## config.mk

```make
export PLATFORM = sky130hd
export DESIGN_NAME = reg_writeback_unit
export DESIGN_NICKNAME = d
export VERILOG_FILES = /design/src/rtl/reg_writeback_unit_pkg.sv /design/src/rtl/reg_writeback_unit_scoreboard.sv /design/src/rtl/reg_writeback_unit.sv
export SDC_FILE = /design/constraint.sdc
export NUM_CORES = 2
export LEC_CHECK = 0
export ABC_AREA = 1
export CAP_MARGIN = 20
export CORE_AREA = 3 3 645 647
export CTS_CLUSTER_SIZE = 24
export DETAILED_ROUTE_END_ITERATION = 12
export DIE_AREA = 0 0 648 650
export SETUP_SLACK_MARGIN = 0.15
export SLEW_MARGIN = 20
export SYNTH_ARGS = -nofsm -noshare
export SYNTH_HDL_FRONTEND = slang
export SYNTH_SLANG_ARGS = --single-unit
```

## constraint.sdc

```tcl
create_clock -name clk -period 3 [get_ports clk]
set_input_delay 0.45 -clock clk [delete_from_list [all_inputs] [get_ports clk]]
set_output_delay 0.45 -clock clk [all_outputs]
set_load 0.05 [all_outputs]
```

## src/rtl/reg_writeback_unit_pkg.sv

```systemverilog
// rtl/reg_writeback_unit_pkg.sv - shared types, special register ids and the writable() check
package reg_writeback_unit_pkg;

   localparam int DATA_WIDTH = 32;
   typedef logic [DATA_WIDTH-1:0] data_t;

   typedef enum logic {
      WB_SRC_ALU = 1'b0,
      WB_SRC_LSU = 1'b1
   } wb_src_t;

   localparam logic [4:0] THREAD_ID_REG  = 5'd29;
   localparam logic [4:0] BLOCK_ID_REG   = 5'd30;
   localparam logic [4:0] BLOCK_SIZE_REG = 5'd31;

   // x0 is hardwired; the special ids are filled by the register file itself
   function automatic logic writable(input logic [4:0] rd, input logic has_special);
      if (rd == 5'd0)
         return 1'b0;
      if (has_special && (rd == THREAD_ID_REG || rd == BLOCK_ID_REG || rd == BLOCK_SIZE_REG))
         return 1'b0;
      return 1'b1;
   endfunction

endpackage

```

## src/rtl/reg_writeback_unit_scoreboard.sv

```systemverilog
// rtl/reg_writeback_unit_scoreboard.sv - per-warp pending bits, outstanding counters, hazard/idle outputs
module wb_scoreboard
   import reg_writeback_unit_pkg::*;
#(
   parameter int NUM_WARPS        = 4,
   parameter int WARP_W           = $clog2(NUM_WARPS),
   parameter bit HAS_SPECIAL_REGS = 1'b1
) (
   input  logic                 clk,
   input  logic                 reset_n,
   input  logic                 issue_valid,
   input  logic [WARP_W-1:0]    issue_warp,
   input  logic [4:0]           issue_rd,
   input  logic                 issue_writes_rd,
   input  logic                 clr_valid,
   input  logic [WARP_W-1:0]    clr_warp,
   input  logic [4:0]           clr_rd,
   input  logic [WARP_W-1:0]    chk_warp,
   input  logic [4:0]           chk_rs1,
   input  logic [4:0]           chk_rs2,
   input  logic [4:0]           chk_rd,
   output logic                 chk_hazard,
   output logic [NUM_WARPS-1:0] warp_idle
);

   logic [NUM_WARPS-1:0][31:0] pending;
   logic [NUM_WARPS-1:0][5:0]  outstanding;
   logic                       set_en;
   logic [NUM_WARPS-1:0]       set_hit;
   logic [NUM_WARPS-1:0]       clr_hit;

   assign set_en = issue_valid & issue_writes_rd & writable(issue_rd, HAS_SPECIAL_REGS);

   always_comb begin
      set_hit   = '0;
      clr_hit   = '0;
      warp_idle = '0;
      for (int w = 0; w < NUM_WARPS; w++) begin
         set_hit[w]   = set_en & (issue_warp == WARP_W'(w));
         clr_hit[w]   = clr_valid & (clr_warp == WARP_W'(w));
         warp_idle[w] = (outstanding[w] == 6'd0);
      end
   end

   assign chk_hazard = pending[chk_warp][chk_rs1] | pending[chk_warp][chk_rs2]
                     | (pending[chk_warp][chk_rd] & writable(chk_rd, HAS_SPECIAL_REGS));

   // Set is applied after clear so a same-target retire/issue leaves the bit set
   always_ff @(posedge clk or negedge reset_n) begin
      if (!reset_n) begin
         pending     <= '0;
         outstanding <= '0;
      end else begin
         for (int w = 0; w < NUM_WARPS; w++) begin
            if (clr_hit[w])
               pending[w][clr_rd] <= 1'b0;
            if (set_hit[w])
               pending[w][issue_rd] <= 1'b1;
            case ({set_hit[w], clr_hit[w]})
               2'b10:   outstanding[w] <= outstanding[w] + 6'd1;
               2'b01:   outstanding[w] <= outstanding[w] - 6'd1;
               default: outstanding[w] <= outstanding[w];
            endcase
         end
      end
   end

`ifndef SYNTHESIS
   always_ff @(posedge clk) begin
      if (reset_n) begin
         for (int w = 0; w < NUM_WARPS; w++) begin
            assert (!(clr_hit[w] && !set_hit[w] && outstanding[w] == 6'd0))
               else $error("wb_scoreboard: warp %0d outstanding underflow", w);
            assert (!(set_hit[w] && !clr_hit[w] && outstanding[w] >= 6'd32))
               else $error("wb_scoreboard: warp %0d outstanding overflow", w);
         end
      end
   end
`endif

endmodule

```

## src/rtl/reg_writeback_unit.sv

```systemverilog
// rtl/reg_writeback_unit.sv - round-robin ALU/LSU result arbiter with registered register-file write port
module reg_writeback_unit
   import reg_writeback_unit_pkg::*;
#(
   parameter int THREADS_PER_WARP = 16,
   parameter int NUM_WARPS        = 4,
   parameter int WARP_W           = $clog2(NUM_WARPS),
   parameter bit HAS_SPECIAL_REGS = 1'b1
) (
   input  logic                                        clk,
   input  logic                                        reset_n,
   input  logic                                        alu_valid,
   output logic                                        alu_ready,
   input  logic [WARP_W-1:0]                           alu_warp,
   input  logic [4:0]                                  alu_rd,
   input  logic [THREADS_PER_WARP-1:0]                 alu_mask,
   input  logic [THREADS_PER_WARP-1:0][DATA_WIDTH-1:0] alu_data,
   input  logic                                        lsu_valid,
   output logic                                        lsu_ready,
   input  logic [WARP_W-1:0]                           lsu_warp,
   input  logic [4:0]                                  lsu_rd,
   input  logic [THREADS_PER_WARP-1:0]                 lsu_mask,
   input  logic [THREADS_PER_WARP-1:0][DATA_WIDTH-1:0] lsu_data,
   input  logic                                        issue_valid,
   input  logic [WARP_W-1:0]                           issue_warp,
   input  logic [4:0]                                  issue_rd,
   input  logic                                        issue_writes_rd,
   input  logic [WARP_W-1:0]                           chk_warp,
   input  logic [4:0]                                  chk_rs1,
   input  logic [4:0]                                  chk_rs2,
   input  logic [4:0]                                  chk_rd,
   output logic                                        chk_hazard,
   output logic [NUM_WARPS-1:0]                        warp_idle,
   output logic                                        wb_valid,
   output logic [WARP_W-1:0]                           wb_warp,
   output logic [4:0]                                  wb_rd,
   output logic [THREADS_PER_WARP-1:0]                 wb_mask,
   output logic [THREADS_PER_WARP-1:0][DATA_WIDTH-1:0] wb_data
);

   logic                                        rr_ptr;
   wb_src_t                                     win_src;
   logic                                        grant;
   logic                                        both_valid;
   logic [WARP_W-1:0]                           sel_warp;
   logic [4:0]                                  sel_rd;
   logic [THREADS_PER_WARP-1:0]                 sel_mask;
   logic [THREADS_PER_WARP-1:0][DATA_WIDTH-1:0] sel_data;

   assign both_valid = alu_valid & lsu_valid;
   assign grant      = alu_valid | lsu_valid;

   always_comb begin
      win_src = WB_SRC_ALU;
      if (both_valid)
         win_src = rr_ptr ? WB_SRC_LSU : WB_SRC_ALU;
      else if (lsu_valid)
         win_src = WB_SRC_LSU;
   end

   assign alu_ready = reset_n & alu_valid & (win_src == WB_SRC_ALU);
   assign lsu_ready = reset_n & lsu_valid & (win_src == WB_SRC_LSU);

   always_comb begin
      sel_warp = alu_warp;
      sel_rd   = alu_rd;
      sel_mask = alu_mask;
      sel_data = alu_data;
      if (win_src == WB_SRC_LSU) begin
         sel_warp = lsu_warp;
         sel_rd   = lsu_rd;
         sel_mask = lsu_mask;
         sel_data = lsu_data;
      end
   end

   // Non-writable destinations are consumed but never strobe the register file
   always_ff @(posedge clk or negedge reset_n) begin
      if (!reset_n) begin
         rr_ptr   <= 1'b0;
         wb_valid <= 1'b0;
         wb_warp  <= '0;
         wb_rd    <= '0;
         wb_mask  <= '0;
         wb_data  <= '0;
      end else begin
         wb_valid <= grant & writable(sel_rd, HAS_SPECIAL_REGS);
         if (grant) begin
            wb_warp <= sel_warp;
            wb_rd   <= sel_rd;
            wb_mask <= sel_mask;
            wb_data <= sel_data;
         end
         if (both_valid)
            rr_ptr <= (win_src == WB_SRC_ALU);
      end
   end

   wb_scoreboard #(
      .NUM_WARPS        (NUM_WARPS),
      .WARP_W           (WARP_W),
      .HAS_SPECIAL_REGS (HAS_SPECIAL_REGS)
   ) u_scoreboard (
      .clk             (clk),
      .reset_n         (reset_n),
      .issue_valid     (issue_valid),
      .issue_warp      (issue_warp),
      .issue_rd        (issue_rd),
      .issue_writes_rd (issue_writes_rd),
      .clr_valid       (wb_valid),
      .clr_warp        (wb_warp),
      .clr_rd          (wb_rd),
      .chk_warp        (chk_warp),
      .chk_rs1         (chk_rs1),
      .chk_rs2         (chk_rs2),
      .chk_rd          (chk_rd),
      .chk_hazard      (chk_hazard),
      .warp_idle       (warp_idle)
   );

endmodule

```

==> key figures <==
Worst setup path
  – CP Launch Type: register
  – Kind of cell adding the most delay to the critical path: simple AND/OR/NAND/NOR gates
  – Buffer and inverter count on the worst path: 1
  – Slowest stage delay, CP: 0.40 ns
  – Reg-to-reg slack, setup: 0.53 ns
  – Worst-path cell chain: nand2_1 -> nand3_2 -> nand3_1 -> nand3_1 -> nand3_1 -> nand3_2 -> nand3_1 -> nand2_1 -> nor2_2 -> nand2_2 -> buf_12
  – Reg-to-Reg Start: wb_warp[1]
  – Worst Setup Path Type: reg -> out
  – Worst Reg-to-Reg Cells: 13
  – Slowest stage cell, crit path: dfrtp_1
  – Arrival time worst endpoint: 2.38 ns
  – Maximum fanout along the worst path: 2
  – Most used cell, CP: nand3_1
  – Worst EP required: 2.55 ns
  – FF-to-FF End: u_scoreboard.outstanding[22]
  – Critical path startpoint: u_scoreboard.pending[63]
  – Crit. End Element: primary output

Detailed routing
  – Pre-antenna DRT Iters: 5
  – Wire per inst: 33.8 um
  – Detailed Route WL: 387000 um
  – Drt via density: 3.52
  – Final antenna-violating net count: 0
  – 1st-iter DRT viols: 4132
  – DR vias: 40298
  – Residual DRC count: 0

Timing
  – Hold WS: 0.161 ns
  – Tmin final: 2.83 ns
  – Pins over their slew limit: 0
  – Max Clock Freq: 353 MHz
  – Relative slew margins: 0.309
  – RSZ-0062 raised after global routing: true
  – Final Skew: 0.0599 ns
  – Final Setup Violations: 0
  – Tightest Pin Transition: 1.04 ns
  – Final period utilization: 0.943
  – Final Hold Viols: 0

Run
  – Max Cap Violations: 0

Synthesis
  – Mux cell area share after synthesis: 0.000610
  – Post-Synth Simple-Gate Area: 0.361
  – Largest area contributor in the netlist: dfrtp_1
  – Post-synth EDFFs: 0
  – Cell area after synthesis: 32800 um^2
  – Mapped Cells: 4114
  – Synth Register Bits: 689
  – Largest family of logic cells by synthesized area: simple AND/OR/NAND/NOR gates
  – Async S/R FF share, synth: 1.00
  – Adder-Cell Fraction of Synth Area: 0.00458
  – Top cell type's share of synthesized area: 0.526
  – Register area share after synthesis: 0.526
  – Synth Area in XOR/XNOR: 0.00927
  – Avg Cell Area, Syn: 7.97 um^2
  – Ys flop type: dfrtp_1
  – Post-synthesis compound-gate area fraction: 0.0507
  – Yosys warns: 0
  – Yosys cell types: 44
  – Top cells by area, synth: dfrtp_1 (53%), nand3_1 (19%), nand2_1 (16%)
  – Net Count, Synth: 5226

Clock network
  – CTS clk-pin slew, worst paths: 0.06 ns
  – CTS H-tree depth: 3
  – Clock Latency Late Sink: 0.86 ns
  – Total CTS buffers: 100
  – # clock sinks: 689
  – Clock Path Buffers: 4
  – CTS tree: done
  – Root buf cell: clkbuf_16

Power and ir drop
  – Flop pwr share: 0.312
  – Net Sw Power: 0.0162 W
  – Power per cell area: 641 nW/um^2
  – Leakage: 24.6 nW
  – Clock share of power: 0.319
  – Sw Ratio: 0.417
  – P_int: 0.0226 W
  – VDD IR max: 385 uV
  – Comb pwr share: 0.369

Cells and area
  – Layout cells sized above 1: 0.130
  – Area of the multi-input gates: 14400 um^2
  – Register Area: 17200 um^2
  – Filler instances: 46933
  – Final std cells w/o fill: 11433
  – Most common cell after layout, fill and taps aside: clkdlybuf4s50_1
  – Area Overhead vs Synth: 84.5%
  – Layout Nets: 6925
  – Commonest cells after routing, fill and taps aside: clkdlybuf4s50_1 (1403), nand2_1 (1365), nand3_1 (1172)

Global route
  – First-pass GRT wire length: 470000 um
  – Initial antenna violation count: 256
  – Vias in the first global route: 38197
  – Remaining Overflow, GRT: 0
  – Total track usage: 0.177
  – Largest net degree at the start of global routing: 137

Place
  – Placed insts: 11147
  – Placer Congestion: 1.00
  – Buffers on Ports: 1642
  – Detailed placement HPWL: 341000 um

Floorplanning
  – Die height: 650 um
  – Boundary Pins: 1643
  – Starting Density: 0.0800
  – Die Wd: 648 um
  – Rows: 235
  – Core area: 410000 um^2
  – Die area: 421000 um^2

Worst hold path
  – Sink of the worst hold path: wb_mask[8]
  – HP Start: lsu_mask[8]
  – Min-Delay Path Depth: 3
  – Worst hold path type: in -> reg

Run status
  – Outcome: finished, final reports clean
==> stage by stage <==
stage	instance area [um^2]	power, W	setup slack [ns]	TNS, ns	util
floorplan	32800	0.0183	0.290	0	-
global placement	56400	0.0265	-0.561	-4.05	0.138
detailed placement	56400	0.0265	-0.470	-3.10	0.138
CTS	59900	0.0393	0.00502	0	0.146
global route	60400	0.0406	0.00603	0	0.147
finish	60500	0.0388	0.170	0	0.148
==> worst reg2reg max path: cells and delay by family (launching register included) <==
kind | cells | cell delay (ns)
DFF | 1 | 0.49
xor gates and xnor gates | 2 | 0.30
adders and majority gates | 2 | 0.38
buffers and inverters | 4 | 0.49
and+or+nand+nor | 2 | 0.27
AOI/OAI and AO/OA | 3 | 0.42
==> Yosys cell counts, types with 10 or more instances <==
library cell	n
clkbuf_1	134
a21oi_1	12
inv_1	63
o21ai_0	198
o21ai_1	55
nand2_1	1395
buf_4	10
nand3_1	1235
ha_1	12
buf_2	112
buf_1	26
nor2_1	38
xor2_1	17
dfrtp_1	689
xnor2_1	14
a21boi_0	16
nor3_1	24
==> kinds of logic (layout without fill, tap and decap cells) <==
logic type / Yosys count / after routing
compound gates: 308 / 308
xor+xnor: 33 / 33
fa+ha+maj: 12 / 12
buf+inv: 361 / 2132
flops: 689 / 689
mux: 2 / 2
other cells: 0 / 97
simple gates: 2709 / 2709
==> area by class of cell <==
| cell class | instances | area share |
|---|---|---|
| antenna | 97 | 0.00401 |
| clock buffer | 137 | 0.0465 |
| clock inverter | 37 | 0.00761 |
| inverter | 72 | 0.00471 |
| multi-input combinational | 3064 | 0.238 |
| sequential | 689 | 0.285 |
| tap | 5451 | 0.113 |
| timing repair buffer | 1886 | 0.301 |
==> power by group through the flow <==
stage / registers (W) / logic (W) / clock network, W
finish: 0.0121 / 0.0143 / 0.0124
global route: 0.0123 / 0.0152 / 0.0130
CTS: 0.0121 / 0.0144 / 0.0128
detailed placement: 0.0122 / 0.0143 / 0
global placement: 0.0122 / 0.0143 / 0
floorplan: 0.0151 / 0.00319 / 0
==> layer usage <==
metal	wire (um)	global-route usage	part of all wire	up-vias
met2	183000	0.294	0.47	2399
met4	17300	0.0672	0.045	114
met5	740	0	0.0019	-
met1	131000	0.180	0.34	19784
met3	54500	0.106	0.14	689
li1	-	-	-	17312
==> sequential cells by signal, indices dropped and copies added, names as in the netlist <==
| name | cells |
|---|---|
| rr_ptr | 1 |
| u_scoreboard.outstanding | 24 |
| u_scoreboard.pending | 128 |
| wb_data | 512 |
| wb_mask | 16 |
| wb_rd | 5 |
| wb_valid | 1 |
| wb_warp | 2 |
==> repair_timing <==
action                     4_1_cts  5_1_grt
setup endpoints to repair       10        3
pin swaps                       16       48
resized for setup               33       87
hold endpoints to repair       101        0
buffers inserted                 5        8
hold buffers                     2        0
==> worst max-delay path by stage <==
stage	to	slack (ns)	cells past startpoint
finish	chk_hazard	0.17	11
global route	chk_hazard	0.006	11
floorplan	u_scoreboard.outstanding[22]	0.29	16
detailed placement	u_scoreboard.outstanding[11]	-0.47	16
global placement	u_scoreboard.outstanding[11]	-0.56	16
CTS	warp_idle[2]	0.005	3
(Power assumes the default switching activity.)
